**config.mk**
```make
export PLATFORM = sky130hd
export DESIGN_NAME = float_accumulator
export DESIGN_NICKNAME = d
export VERILOG_FILES = /design/src/rtl/float_accumulator.sv
export SDC_FILE = /design/constraint.sdc
export NUM_CORES = 1
export LEC_CHECK = 0
export ABC_AREA = 0
export CAP_MARGIN = 40
export CORE_MARGIN = 4
export CORE_UTILIZATION = 44
export DETAILED_ROUTE_END_ITERATION = 10
export HOLD_SLACK_MARGIN = 0.1
export PLACE_DENSITY_LB_ADDON = 0.25
export SLEW_MARGIN = 10
export SYNTH_ARGS = -nofsm -noshare
export SYNTH_HDL_FRONTEND = slang
export SYNTH_SLANG_ARGS = --single-unit
export TNS_END_PERCENT = 100
```
**constraint.sdc**
```tcl
create_clock -name clk -period 22.2 [get_ports clk]
set_clock_uncertainty 0.2 [all_clocks]
set_input_delay 4.44 -clock clk [delete_from_list [all_inputs] [get_ports clk]]
set_output_delay 4.44 -clock clk [all_outputs]
set_load 0.05 [all_outputs]
```
**src/rtl/float_accumulator.sv**
```systemverilog
// Window accumulator for IEEE-754 single products: sums N_TERMS terms with a truncating adder, then holds the result until it is accepted.
// Optional build macro FLOAT_ACC_RELU_EN clamps negative final sums to +0.
module float_accumulator #(
  parameter int N_TERMS = 9
) (
  input  logic        clk,
  input  logic        rst_n,
  input  logic        prod_valid,
  input  logic [31:0] prod_data,
  output logic        prod_ready,
  output logic        sum_valid,
  output logic [31:0] sum_data,
  input  logic        sum_ready
);

  typedef enum logic {ACC, HOLD} state_e;

  state_e      state_q, state_d;
  logic [31:0] acc_q, acc_d;
  logic [31:0] sum_q, sum_d;
  logic [7:0]  cnt_q, cnt_d;
  logic [31:0] add_res, sum_res;
  logic        accept, last;

  // Denormals flush to +0, inf/NaN are sticky, alignment and normalisation truncate.
  function automatic logic [31:0] fadd(input logic [31:0] a, input logic [31:0] b);
    logic [31:0] big, sml;
    logic [7:0]  d, e_big;
    logic [23:0] m_big, m_shf, m_diff;
    logic [24:0] m_sum;
    logic [22:0] m_norm;
    logic [4:0]  lz;
    logic        found;
    fadd   = 32'h0;
    big    = a;
    sml    = b;
    m_sum  = '0;
    m_diff = '0;
    m_norm = '0;
    lz     = '0;
    found  = 1'b0;
    if (a[30:23] == 8'hFF) begin
      fadd = a;
    end else if (b[30:23] == 8'hFF) begin
      fadd = b;
    end else if (a[30:23] == 8'h00 && b[30:23] == 8'h00) begin
      fadd = 32'h0;
    end else if (a[30:23] == 8'h00) begin
      fadd = b;
    end else if (b[30:23] == 8'h00) begin
      fadd = a;
    end else begin
      if (a[30:0] < b[30:0]) begin
        big = b;
        sml = a;
      end
      e_big = big[30:23];
      d     = e_big - sml[30:23];
      m_big = {1'b1, big[22:0]};
      m_shf = {1'b1, sml[22:0]} >> d;
      if (d >= 8'd25) begin
        fadd = big;
      end else if (big[31] == sml[31]) begin
        m_sum = {1'b0, m_big} + {1'b0, m_shf};
        if (!m_sum[24])
          fadd = {big[31], e_big, m_sum[22:0]};
        else if (e_big == 8'hFE)
          fadd = {big[31], 8'hFF, 23'h0};
        else
          fadd = {big[31], e_big + 8'd1, m_sum[23:1]};
      end else begin
        m_diff = m_big - m_shf;
        for (int i = 23; i >= 0; i--) begin
          if (!found) begin
            if (m_diff[i]) found = 1'b1;
            else           lz = lz + 5'd1;
          end
        end
        m_norm = 23'(m_diff << lz);
        if (m_diff == 24'h0 || {3'b000, lz} >= e_big)
          fadd = 32'h0;
        else
          fadd = {big[31], e_big - {3'b000, lz}, m_norm};
      end
    end
  endfunction

  assign add_res = fadd(acc_q, prod_data);

`ifdef FLOAT_ACC_RELU_EN
  assign sum_res = (add_res[31] && !(add_res[30:23] == 8'hFF && add_res[22:0] != 23'h0))
                   ? 32'h0 : add_res;
`else
  assign sum_res = add_res;
`endif

  assign accept = prod_valid && prod_ready;
  assign last   = (cnt_q == 8'(N_TERMS - 1));

  always_ff @(posedge clk or negedge rst_n) begin
    if (!rst_n) state_q <= ACC;
    else        state_q <= state_d;
  end

  always_comb begin
    state_d = state_q;
    case (state_q)
      ACC:     if (accept && last) state_d = HOLD;
      HOLD:    if (sum_ready)      state_d = ACC;
      default: state_d = ACC;
    endcase
  end

  always_comb begin
    prod_ready = (state_q == ACC);
    sum_valid  = (state_q == HOLD);
    sum_data   = sum_q;
  end

  // The window register is cleared only by the output handshake, so no product overlaps it.
  always_comb begin
    acc_d = acc_q;
    cnt_d = cnt_q;
    sum_d = sum_q;
    if (accept) begin
      acc_d = add_res;
      cnt_d = cnt_q + 8'd1;
      if (last) sum_d = sum_res;
    end
    if (state_q == HOLD && sum_ready) begin
      acc_d = 32'h0;
      cnt_d = 8'h0;
    end
  end

  always_ff @(posedge clk or negedge rst_n) begin
    if (!rst_n) begin
      acc_q <= 32'h0;
      cnt_q <= 8'h0;
      sum_q <= 32'h0;
    end else begin
      acc_q <= acc_d;
      cnt_q <= cnt_d;
      sum_q <= sum_d;
    end
  end

endmodule

```
## Word level (Yosys, flattened, before mapping)

Index checks and enable logic that the tools add are counted.
W data, S select, Z words.

- Add/sub/neg operators: 29
- Multipliers: 0
- Div/mod/pow operators: 0
- Magnitude comparators: 3
- Equality and inequality tests: 5
- Shifts and indexed selects: 2
- Multiplexer cells: 450
- Bitwise gates (word level): 1
- Reductions and logical operators: 10

Operators with widths:

| kind | number |
|---|---|
| $mux W5 | 214 |
| $mux W32 | 22 |
| $mux W1 | 209 |
| $add A5 B1 Y5 const B | 23 |
| $mux W31 | 2 |
| $lt A31 B31 Y1 | 1 |
| $add A24 B24 Y25 | 1 |
| $eq A8 B8 Y1 const B | 3 |
| $logic_not A24 Y1 | 1 |
| $shl A24 B5 Y23 | 1 |
| $shr A24 B8 Y24 | 1 |
| $sub A24 B24 Y24 | 1 |
| $add A8 B1 Y8 const B | 2 |
| $logic_not A8 Y1 | 2 |
| $mux W8 | 2 |
| $eq A8 B4 Y1 const B | 1 |
| $ge A5 B8 Y1 | 1 |
| $ge A8 B5 Y1 const B | 1 |
| $sub A8 B5 Y8 | 1 |
| $sub A8 B8 Y8 | 1 |
| $logic_and A1 B1 Y1 | 4 |
| $pmux W1 S2 | 1 |
| $reduce_and A2 Y1 | 1 |
| $reduce_bool A2 Y1 | 1 |
| other kinds (3) | 3 |

- Register bits after elaboration: 73
- Bits in latches: 0
- Bits in writable memories: 0
- Memory bits (read-only): 0
- Bits of input ports: 36
- Word-level logic and storage cells: 504
- Memories: 0

## Longest topological paths before layout

Gate-level depths: netlist of run 1.

- Word-level depth: 260
- Depth in mapped cells: 116

## Least setup slack after synthesis of run 1

Ideal clock, no wire load.

- Path type: input to register
- Start: input prod_data[25]
- End: register sum_q[11], in the netlist sum_data[11]
- Arrival: 24.936 ns
- Data required time: 21.924 ns
- Path slack: -3.012 ns
- Stages on the path: 109
- Path buffers: 11
- Cell sequence: inv_1 ha_1 clkbuf_1 nand3_1 a21oi_1 o221ai_1 nand2_1 nor3_1 clkbuf_1 buf_1 a21oi_1 ha_1 inv_1 a31oi_1 o21ba_1 or4_1 a22oi_2 clkbuf_1 [73 not listed] mux2_4 or3_4 o211a_1 a2111o_1 nand3_1 and2_1 clkbuf_2 buf_4 inv_2 ha_1 nor2b_1 o22ai_1 a41oi_1 nand2_1 or4_1 a22oi_2 mux2i_1 o21ai_1

- Cells in the longest elaborated chain, start to end: 258
- Elaborated cells between the ends (all ways): 481

Ends and longest elaborated chain:

| element | RTL line | RTL |
|---|---|---|
| start: declaration | 9 | `input logic [31:0] prod_data,` |
| $lt A31 B31 Y1 | 53 | `if (a[30:0] < b[30:0]) begin` |
| $mux W32 | 53 |  |
| $mux W32 | 50 | `end else if (b[30:23] == 8'h00) begin` |
| $mux W32 | 48 | `end else if (a[30:23] == 8'h00) begin` |
| $mux W32 | 46 | `end else if (a[30:23] == 8'h00 && b[30:23] == 8'h00) begin` |
| $mux W32 | 44 | `end else if (b[30:23] == 8'hFF) begin` |
| $mux W32 | 42 | `if (a[30:23] == 8'hFF) begin` |
| $sub A8 B8 Y8 | 58 | `d = e_big - sml[30:23];` |
| [242 not listed] | - |  |
| $mux W32 | 80 | `if (m_diff == 24'h0 \|\| {3'b000, lz} >= e_big)` |
| $mux W32 | 63 | `end else if (big[31] == sml[31]) begin` |
| $mux W32 | 61 | `if (d >= 8'd25) begin` |
| $mux W32 | 50 |  |
| $mux W32 | 48 |  |
| $mux W32 | 46 |  |
| $mux W32 (*) | 44 |  |
| $mux W32 (*) | 42 |  |
| end signal: assignment | 144 | `sum_q <= sum_d;` |
| end: declaration | 20 | `logic [31:0] sum_q, sum_d;` |

Every way passes the cells marked *; elsewhere a longest branch is shown, timed or not. The select of a mux whose other input is x is not followed.
A chain may end at the register's enable or synchronous reset.

## Worst setup path after layout of run 1

- Start: input prod_data[10]
- End: register acc_q[11]

- Cells in the longest elaborated chain, start to end: 260
- Elaborated cells between the ends (all ways): 480

Ends and longest elaborated chain:

| element | RTL line | RTL |
|---|---|---|
| $lt A31 B31 Y1 | 53 |  |
| $mux W32 | 53 |  |
| $mux W32 | 50 |  |
| $mux W32 | 48 |  |
| $mux W32 | 46 |  |
| $mux W32 | 44 |  |
| $mux W32 | 42 |  |
| $sub A8 B8 Y8 | 58 |  |
| [244 not listed] | - |  |
| $mux W32 (*) | 61 |  |
| $mux W32 (*) | 50 |  |
| $mux W32 (*) | 48 |  |
| $mux W32 (*) | 46 |  |
| $mux W32 (*) | 44 |  |
| $mux W32 (*) | 42 |  |
| $mux W32 (*) | 125 | `if (accept) begin` |
| $mux W32 (*) | 130 | `if (state_q == HOLD && sum_ready) begin` |
| end signal: assignment | 138 | `acc_q <= 32'h0;` |
| end signal: assignment | 142 | `acc_q <= acc_d;` |
| end: declaration | 19 | `logic [31:0] acc_q, acc_d;` |

Marks and branches as above.

==> metrics, run 1 <==
io pins 70; routability cong. 1.004; final hold vios 0; Core Area 34460 um^2; die height 194.7 um; post-synth cell types 109; Die ar. 37900 um^2; largest net degree at the start of global routing 65; unrepaired setup endpoints after global routing true; cell depth of the worst flop-to-flop path 105; Post-Synth Simple-Gate Area 26.53%; Synth top area share 11.91%; Ys Warns 0; pin slew with the least headroom to its limit 1336 ps; cells after synthesis 2261; Pins Over Slew Limit 0; Total Routed Length 70740 um; terminus of the critical flop-to-flop path acc_q[11]; first-pass GRT wire length 107300 um; Worst Path Max Fanout 5; DP HPWL 57040 um; Slew Limit Headroom 8.644%; TritonCTS clock tree done; row cnt 68; Antenna Cells 0; failing checks setup timing; Main synth FF type dfrtp_1; worst setup path endpoint acc_q[11]; Register-to-Register Setup Slack 3220 ps; Net Count, Synth 2406; Clock Tree Root clkbuf_16; Post-CTS Hold Fix Bufs 0; period utilization 101.9%; max frequency 44.19 MHz; final worst slack -430.7 ps; drt first pass iters 8; fill count 3177; number of max-cap violations 0; chip width 194.7 um; Final Core Density 62.90%; run status finished with violations; Yosys reg bits 73; Initial Util 44.50%; worst path bufs/invs 13; CTS sink cnt 73; H-tree levels 3; Synth area leader dfrtp_1; synth top area cells dfrtp_1 (12%), ha_1 (8.7%), nand2_1 (7.4%), mux2i_1 (6.6%), a21oi_1 (6.3%); worst r2r src acc_q[27]; post-synthesis mux area share 8.307%; CP Capture Type flip-flop; Critical Path RT 22280 ps; Final Cell Area 21670 um^2; Cell Area, Placed 20010 um^2; largest family of logic cells by synthesized area compound AO/OA/AOI/OAI gates; area delta synth->final 41.36%; CP max stage cell or4_4; sequential area share after synthesis 11.91%; adder-cell share of the synthesized area 9.303%; Final nets 2862; asr flop ratio synth 100.0%; CTS clk-pin slew, worst paths 60 ps; Cell Area, Synth 15330 um^2; port buffer count 69; Tmin final 22630 ps; antenna violations before repair 0; CTS Buffer Depth 2; Top delay family on crit path simple AND/OR/NAND/NOR gates; clk_lat worst skew 340 ps; Avg Inst Size Synth 6.781 um^2; TritonCTS buffer count 9; Critical Path Max Stage Delay 550 ps; Routed WL per cell 22.27 um; Post-DRT Antenna Nets 0; 1st-iter DRT viols 1947; drt via density 6.195; Post-Synth XOR/XNOR Area 6.324%; setup TNS -16480 ps; vias in the first global route 19.01k; vias post-DR 19.68k; gr usage total 35.13%; most common cell after layout, fill and taps aside buf_4; crit path kind primary input to flip-flop; worst hold path class flip-flop to flip-flop; DRC 0; Critical Path Stages 107; Post-synth EDFFs 0; CP startpoint prod_data[10]; Final setup viols 64; commonest cells after routing, fill and taps aside buf_4 (481), nand2_1 (288), nor2_1 (220), a21oi_1 (168), o21ai_0 (134); Synth Area in Compound Gates 31.03%; gr ovfl total 0; layout cells sized above 1 29.94%; arrival time of the worst setup path 22710 ps; Startpoint Class primary input
## Yosys cell counts (14+ instances only)
cell	n
inv_1	118
ha_1	106
nor2b_1	18
buf_1	16
o31ai_1	16
o21ai_1	25
a22oi_1	14
nor2_1	231
nor3_1	56
o211ai_1	24
a211oi_1	18
a21o_1	26
o21a_1	18
or3_1	26
and3_1	24
clkbuf_1	85
xnor2_1	57
mux2_2	18
a31oi_1	22
buf_2	17
o21ai_0	183
o22ai_1	15
dfrtp_1	73
nand2b_1	14
and2_1	26
a21oi_1	194
or2_2	15
nand2_1	304
nor4_1	24
nand4_1	29
nand3_1	70
a221oi_1	18
mux2i_1	101
xor2_1	28
## final cells by class
| cell class | count | area [um^2] | area share, % |
|---|---|---|---|
| Sequential cell | 73 | 1827 | 8.429 |
| Multi-Input combinational cell | 1937 | 13900 | 64.14 |
| Inverter | 123 | 467.9 | 2.159 |
| Clock inverter | 7 | 82.58 | 0.3810 |
| Clock buffer | 9 | 225.2 | 1.039 |
| Timing Repair Buffer | 573 | 4601 | 21.23 |
| Tap cell | 455 | 569.3 | 2.627 |
## routing by layer
layer  vias to the layer above  wire, um  global-route usage, %
met1                      9334     27860                  42.84
met4                         0      4111                  16.67
met3                       239      4417                  4.091
met2                       924     34350                  61.61
met5                         -         0                      0
li1                       9185         -                      -
## state kept, by name (all words and copies together) (netlist names)
register,cells
sum_data,32
sum_valid,1
acc_q,32
cnt_q,8
## through the flow
step / instances / worst slack [ps] / hold slack, ps
final: 3177 / -430.7 / 277.1
after global routing: 3177 / -1135 / 305.9
after CTS: 3162 / -133.4 / 283.3
after detailed placement: 3115 / -1523 / 264.7
after global placement: 3111 / -1153 / 259.8
after floorplan: 2261 / -514.9 / 257.7
## cells by family (layout without fill, tap and decap cells)
family / after synthesis / in the layout
AOI/OAI and AO/OA: 732 / 732
adders and majority gates: 113 / 113
xor gates and xnor gates: 95 / 95
DFF: 73 / 73
and+or+nand+nor: 874 / 874
muxes: 123 / 123
buffers and inverters: 251 / 712
## worst min-delay path by stage
stage | slack (ps) | from | end | cells past startpoint
after floorplan | 260 | cnt_q[7] | cnt_q[7] | 1
after global placement | 260 | sum_data[12] | sum_data[12] | 1
after detailed placement | 260 | sum_data[23] | sum_data[23] | 2
after CTS | 280 | sum_data[12] | sum_data[12] | 1
after global routing | 310 | sum_data[31] | sum_data[31] | 2
final | 280 | sum_data[12] | sum_data[12] | 1
## worst register-to-register path: cells and delay by family (launching register included)
kind	cells	cell delay (ps)
buffers and inverters	9	1070
flip-flops	1	540
AND/OR/NAND/NOR	38	5760
XOR/XNOR	2	320
AO/OA/AOI/OAI	34	5420
multiplexers	6	1290
adder cells (fa/ha/maj)	16	4340
## what timing repair did
action                     in CTS  in global routing
gates resized for setup       144                151
setup endpoints to repair      64                 64
buffers inserted               29                 15
cloned                          2                  0
pin swaps                      74                104
Power of run 1 is not shown: default switching activity piles up to over one toggle a cycle in this logic, so the estimate is an artifact.
==> run 2, diff against run 1 <==
- CTS_CLUSTER_DIAMETER: not set -> 50
==> results of run 2 <==
The final DEF is identical to that of run 1; final timing and power are the same.
Power of run 2 is left out for the same reason.
